[src/rtl/eth_pkg.sv]
// rtl/eth_pkg.sv - Shared state encoding and framing/CRC constants for the Ethernet receive path
package eth_pkg;

    typedef enum logic [1:0] {
        IDLE,
        PREAMBLE,
        DATA,
        DROP
    } eth_state_t;

    localparam logic [7:0]  ETH_PREAMBLE    = 8'h55;
    localparam logic [7:0]  ETH_SFD         = 8'hD5;
    localparam logic [31:0] ETH_CRC_POLY    = 32'hEDB88320;
    localparam logic [31:0] ETH_CRC_INIT    = 32'hFFFFFFFF;
    localparam logic [31:0] ETH_CRC_RESIDUE = 32'hDEBB20E3;

endpackage

[src/rtl/eth_crc32_byte.sv]
// rtl/eth_crc32_byte.sv - Combinational reflected CRC-32 update for one byte, LSB first
module eth_crc32_byte
    import eth_pkg::*;
(
    input  logic [31:0] crc_in,
    input  logic [7:0]  data,
    output logic [31:0] crc_out
);

    logic [31:0] c;

    always_comb begin
        c = crc_in ^ {24'h0, data};
        for (int i = 0; i < 8; i++) begin
            c = c[0] ? ((c >> 1) ^ ETH_CRC_POLY) : (c >> 1);
        end
        crc_out = c;
    end

endmodule

[src/rtl/eth_rx_deframer.sv]
// rtl/eth_rx_deframer.sv - Strips preamble/SFD/FCS from wire bytes and reports per-frame length status
// ETH_RX_FCS_CHECK_EN adds the CRC-32 FCS check and the 4-byte delay line that hides the FCS.
module eth_rx_deframer #(
    parameter int MIN_LEN = 64,
    parameter int MAX_LEN = 1518
) (
    input  logic        clock,
    input  logic        reset,
    input  logic        in_rxen,
    input  logic [7:0]  in_rxd,
    output logic        out_dll_rxen,
    output logic [7:0]  out_dll_rxd,
    output logic        out_sof,
    output logic        out_eof,
    output logic        out_frame_ok,
    output logic [10:0] out_len
);
    import eth_pkg::*;

    localparam logic [10:0] MIN_L = 11'(MIN_LEN);
    localparam logic [10:0] MAX_L = 11'(MAX_LEN);

    eth_state_t  state_q, state_d;
    logic [10:0] cnt_q, cnt_d;
    logic        ovf_q, ovf_d;
    logic        dll_rxen_q, dll_rxen_d;
    logic [7:0]  dll_rxd_q, dll_rxd_d;
    logic        sof_q, sof_d;
    logic        eof_q, eof_d;
    logic        ok_q, ok_d;
    logic [10:0] len_q, len_d;
    logic        len_ok;

`ifdef ETH_RX_FCS_CHECK_EN
    logic [3:0][7:0] dl_q, dl_d;
    logic [31:0]     crc_q, crc_d, crc_next;

    eth_crc32_byte u_crc (
        .crc_in  (crc_q),
        .data    (in_rxd),
        .crc_out (crc_next)
    );
`endif

    // Saturation keeps cnt_q at MAX_LEN, so ovf_q carries the "too long" fact.
    assign len_ok = !ovf_q && (cnt_q >= MIN_L) && (cnt_q >= 11'd4) && (cnt_q <= MAX_L);

    always_comb begin
        state_d    = state_q;
        cnt_d      = cnt_q;
        ovf_d      = ovf_q;
        dll_rxen_d = 1'b0;
        dll_rxd_d  = dll_rxd_q;
        sof_d      = 1'b0;
        eof_d      = 1'b0;
        ok_d       = ok_q;
        len_d      = len_q;
`ifdef ETH_RX_FCS_CHECK_EN
        dl_d       = dl_q;
        crc_d      = crc_q;
`endif
        case (state_q)
            IDLE: begin
                if (in_rxen) state_d = (in_rxd == ETH_PREAMBLE) ? PREAMBLE : DROP;
            end
            PREAMBLE: begin
                if (!in_rxen) begin
                    state_d = IDLE;
                end else if (in_rxd == ETH_SFD) begin
                    state_d = DATA;
                    cnt_d   = '0;
                    ovf_d   = 1'b0;
`ifdef ETH_RX_FCS_CHECK_EN
                    dl_d    = '0;
                    crc_d   = ETH_CRC_INIT;
`endif
                end else if (in_rxd != ETH_PREAMBLE) begin
                    state_d = DROP;
                end
            end
            DATA: begin
                if (in_rxen) begin
                    if (cnt_q == MAX_L) ovf_d = 1'b1;
                    else                cnt_d = cnt_q + 11'd1;
`ifdef ETH_RX_FCS_CHECK_EN
                    crc_d = crc_next;
                    dl_d  = {dl_q[2:0], in_rxd};
                    if (cnt_q >= 11'd4 && !ovf_d) begin
                        dll_rxen_d = 1'b1;
                        dll_rxd_d  = dl_q[3];
                        sof_d      = (cnt_q == 11'd4);
                    end
`else
                    if (!ovf_d) begin
                        dll_rxen_d = 1'b1;
                        dll_rxd_d  = in_rxd;
                        sof_d      = (cnt_q == 11'd0);
                    end
`endif
                end else begin
                    state_d = IDLE;
                    eof_d   = 1'b1;
                    len_d   = cnt_q;
`ifdef ETH_RX_FCS_CHECK_EN
                    ok_d    = len_ok && (crc_q == ETH_CRC_RESIDUE);
`else
                    ok_d    = len_ok;
`endif
                end
            end
            DROP: begin
                if (!in_rxen) state_d = IDLE;
            end
            default: state_d = IDLE;
        endcase
    end

    always_ff @(posedge clock or posedge reset) begin
        if (reset) begin
            state_q    <= IDLE;
            cnt_q      <= '0;
            ovf_q      <= 1'b0;
            dll_rxen_q <= 1'b0;
            dll_rxd_q  <= '0;
            sof_q      <= 1'b0;
            eof_q      <= 1'b0;
            ok_q       <= 1'b0;
            len_q      <= '0;
`ifdef ETH_RX_FCS_CHECK_EN
            dl_q       <= '0;
            crc_q      <= '0;
`endif
        end else begin
            state_q    <= state_d;
            cnt_q      <= cnt_d;
            ovf_q      <= ovf_d;
            dll_rxen_q <= dll_rxen_d;
            dll_rxd_q  <= dll_rxd_d;
            sof_q      <= sof_d;
            eof_q      <= eof_d;
            ok_q       <= ok_d;
            len_q      <= len_d;
`ifdef ETH_RX_FCS_CHECK_EN
            dl_q       <= dl_d;
            crc_q      <= crc_d;
`endif
        end
    end

    assign out_dll_rxen = dll_rxen_q;
    assign out_dll_rxd  = dll_rxd_q;
    assign out_sof      = sof_q;
    assign out_eof      = eof_q;
    assign out_frame_ok = ok_q;
    assign out_len      = len_q;

endmodule
[config.mk]
export PLATFORM = sky130hd
export DESIGN_NAME = eth_rx_deframer
export DESIGN_NICKNAME = d
export VERILOG_FILES = /design/src/rtl/eth_pkg.sv /design/src/rtl/eth_crc32_byte.sv /design/src/rtl/eth_rx_deframer.sv
export SDC_FILE = /design/constraint.sdc
export NUM_CORES = 1
export LEC_CHECK = 0
export ABC_AREA = 1
export BUFFER_PORTS_ARGS = -buffer_cell sky130_fd_sc_hd__buf_4
export CAP_MARGIN = 20
export CORE_ASPECT_RATIO = 0.75
export CORE_UTILIZATION = 59
export CTS_CLUSTER_SIZE = 12
export DETAILED_ROUTE_END_ITERATION = 10
export HOLD_SLACK_MARGIN = 0.02
export PLACE_DENSITY = 0.9
export SLEW_MARGIN = 5
export SYNTH_ARGS = -nofsm -noshare
export SYNTH_HDL_FRONTEND = slang
export SYNTH_SLANG_ARGS = --single-unit
[constraint.sdc]
create_clock -name clock -period 4.2 [get_ports clock]
set_input_delay 1.26 -clock clock [delete_from_list [all_inputs] [get_ports clock]]
set_output_delay 1.26 -clock clock [all_outputs]
set_load 0.1 [all_outputs]
==> summary.md <==
| Metric | Value |
|---|---|
| CP Class | `flip-flop to primary output` |
| Routability cong. | `0.866` |
| Diode count | `0` |
| Initial antenna violation count | `0` |
| Syn_area_per_cell | `a little over 8 um^2` |
| Final setup viols | `0` |
| I/O Buffers | `33` |
| CORE AREA | `2960 um^2` |
| Critical path data arrival time | `970 ps` |
| Net switching fraction of the power | `about 37%` |
| VDD IR-drop max | `0.000214 V` |
| Final WL | `3940 um` |
| RSZ-0062 raised after global routing | `no` |
| R2r setup slk | `2630 ps` |
| WL/cell | `13.0 um` |
| Antenna Nets Post-Route | `0` |
| Final hold violation count | `0` |
| Maxcap violations | `0` |
| Path depth of the worst reg2reg path | `9` |
| CP top delay family | `flip-flops` |
| Commonest non-fill, non-tap cell in the layout | `nand2_1` |
| Worst Hold End | `out_dll_rxd[6]` |
| Clock Skew | `4.64 ps` |
| Remaining global-route overflow | `0` |
| Share of layout cells above drive strength 1 | `24.8%` |
| WP buf/inv | `1` |
| Final Max Slew Viols | `0` |
| First-pass GRT wire length | `between 6000 and 7000 um` |
| Largest stage delay on the critical path | `380 ps` |
| Post-synth net total | `240` |
| Via count | `1,604` |
| Sequential share of the synthesized area | `50.1%` |
| Synth Register Bits | `37` |
| Internal power | `0.000570 W` |
| Largest net degree at the start of global routing | `38` |
| Fmax | `0.448 GHz` |
| Rows | `17` |
| Number of global-route vias before repair | `1,412` |
| Clock sink count | `37` |
| Min-delay src | `out_dll_rxd[6]` |
| Starting Density | `a little over three fifths` |
| Yosys cell types | `23` |
| Leak | `about 1.1 nW` |
| Setup crit start kind | `flip-flop` |
| Deepest clock path buffer count | `2` |
| Net Switching | `0.000339 W` |
| RR Startpoint | `cnt_q[9]` |
| DP Wirelength | `2920 um` |
| Fin crit share | `53.1%` |
| CP endpoint kind | `primary output` |
| Drt via density | `5.28` |
| Resize count post-CTS | `0` |
| Die ar. | `3360 um^2` |
| Place WS | `about 1800 ps` |
| CTS tree | `built` |
| Die extent in x | `66.6 um` |
| Ports | `34` |
| Nets | `278` |
| Inst Count DP | `296` |
| Post-CTS Setup Inserts | `0` |
| Yosys Warn Count | `0` |
| Drt pass-1 iters | `4` |
| Clock Power Share | `around 29%` |
| Comb power frac | `26.2%` |
| Setup TNS | `0 ps` |
| Layout Area Growth over Synthesis | `20.4%` |
| Status | `complete, no violations` |
| Worst slew pin tran | `548 ps` |
| Die span in y | `50.5 um` |
| Commonest cells after routing, fill and taps aside | `nand2_1 (83), dfrtp_1 (37), buf_4 (34), nor2_1 (21), inv_1 (19)` |
| Post-Syn Area | `about 1800 um^2` |
| H-tree depth | `2` |
| Post-route insts no fill | `304` |
| Clock slew at reported path FFs | `~80 ps` |
| Post-route minimum period | `2230 ps` |
| Root Buffer | `clkbuf_8` |
| Initial detailed-routing violation count | `156` |
| Max FO, Critical Path | `2` |
| Slew Limit Headroom | `63.5%` |
| Req. time, crit path | `2940 ps` |
| CTS Buf Count | `5` |
| Setup ws final | `1970 ps` |
| Post-synthesis cell count | `between 200 and 250` |
| Hold WC Path Type | `flip-flop to flip-flop` |
| CTS Hold Bufs | `0` |
| Max stage delay cell, worst path | `dfrtp_1` |
| FF-to-FF End | `cnt_q[6]` |
| Hold path depth | `2` |
| Cell breakdown of the critical path | `buf_4` |
| Power Dens Cells | `about 410 nW/um^2` |
| DR DRC count | `0` |
| Sequential share of power | `45.0%` |
| GR Util All Layers | `27.0%` |
| Clock Latency Late Sink | `290 ps` |
logic make-up after synthesis:
logic type,share of synthesized area (%)
adders and majority gates,1.35
DFF,50.1
buffers and inverters,5.62
and+or+nand+nor,35.7
AOI/OAI and AO/OA,7.31
metrics by stage:
| step | total power, W | area (um^2) | hold slack [ps] | utilization [%] |
|---|---|---|---|---|
| finish | 0.000909 | 2230 | 482 | 75.3 |
| global route | 0.000948 | 2230 | 500 | 75.3 |
| CTS | 0.000912 | 2230 | 482 | 75.3 |
| detailed placement | 0.000654 | 2130 | 464 | 72.1 |
| global placement | 0.000649 | 2130 | 457 | 72.1 |
| floorplan | 0.000597 | 1850 | 491 | - |
worst max-delay path by stage:
stage | from | end | slack (ps) | cells past startpoint
finish | out_dll_rxd[2] | out_dll_rxd[2] | 1970 | 1
global route | out_frame_ok | out_frame_ok | 1950 | 1
CTS | out_dll_rxd[2] | out_dll_rxd[2] | 1970 | 1
detailed placement | in_rxd[1] | cnt_q[9] | 1800 | 9
global placement | in_rxd[1] | cnt_q[6] | 1840 | 9
floorplan | out_dll_rxd[0] | out_dll_rxd[0] | 2040 | 0
flip-flops by register name (all words and copies together) (netlist names):
register,count
out_len,11
out_frame_ok,1
state_q,2
out_eof,1
out_dll_rxd,8
out_dll_rxen,1
cnt_q,11
out_sof,1
ovf_q,1
synth_stat cells:
cell,count,area share [%]
a21boi_0,1,0.41
a21oi_1,1,0.27
buf_2,2,0.54
buf_6,1,0.61
dfrtp_1,37,50
ha_1,2,1.4
inv_1,19,3.9
inv_2,3,0.61
nand2_1,83,17
nand2_2,3,1.0
nand2_4,2,1.2
nand3_1,9,2.4
nand3_2,4,2.2
nand3b_1,1,0.41
nand4_1,5,1.7
nor2_1,21,4.3
nor2_2,1,0.34
nor2_4,5,3.0
nor3_1,4,1.1
nor3b_1,2,0.81
nor4_1,1,0.34
o21ai_0,14,3.8
o21ai_2,6,2.8
cell type report:
| cell class | instances | area [um^2] |
|---|---|---|
| Fill cell | 207 | 729 |
| Clock inverter | 2 | 13.8 |
| Sequential cell | 37 | 926 |
| Tap cell | 38 | 47.5 |
| Multi-Input combinational cell | 165 | 820 |
| Inverter | 22 | 82.6 |
| Clock buffer | 6 | 82.6 |
| Timing Repair Buffer | 34 | 255 |
power groups by stage:
| stage | Combinational, W | Sequential (W) | Clock (W) |
|---|---|---|---|
| floorplan | 0.0000700 | 0.000527 | 0 |
| global placement | 0.000235 | 0.000414 | 0 |
| finish | 0.000238 | 0.000409 | 0.000263 |
| global route | 0.000254 | 0.000413 | 0.000281 |
| detailed placement | 0.000239 | 0.000415 | 0 |
| CTS | 0.000239 | 0.000409 | 0.000264 |
per-layer routing:
| metal | part of all wire [%] | global-route usage, % | routed length (um) |
|---|---|---|---|
| met5 | 0 | 0 | 0 |
| met4 | 2.2 | 10.3 | 86 |
| met3 | 7.6 | 7.95 | 300 |
| met2 | 44 | 38.0 | 1720 |
| met1 | 47 | 38.9 | 1840 |
Note: power is estimated with default switching activity, not from simulation.
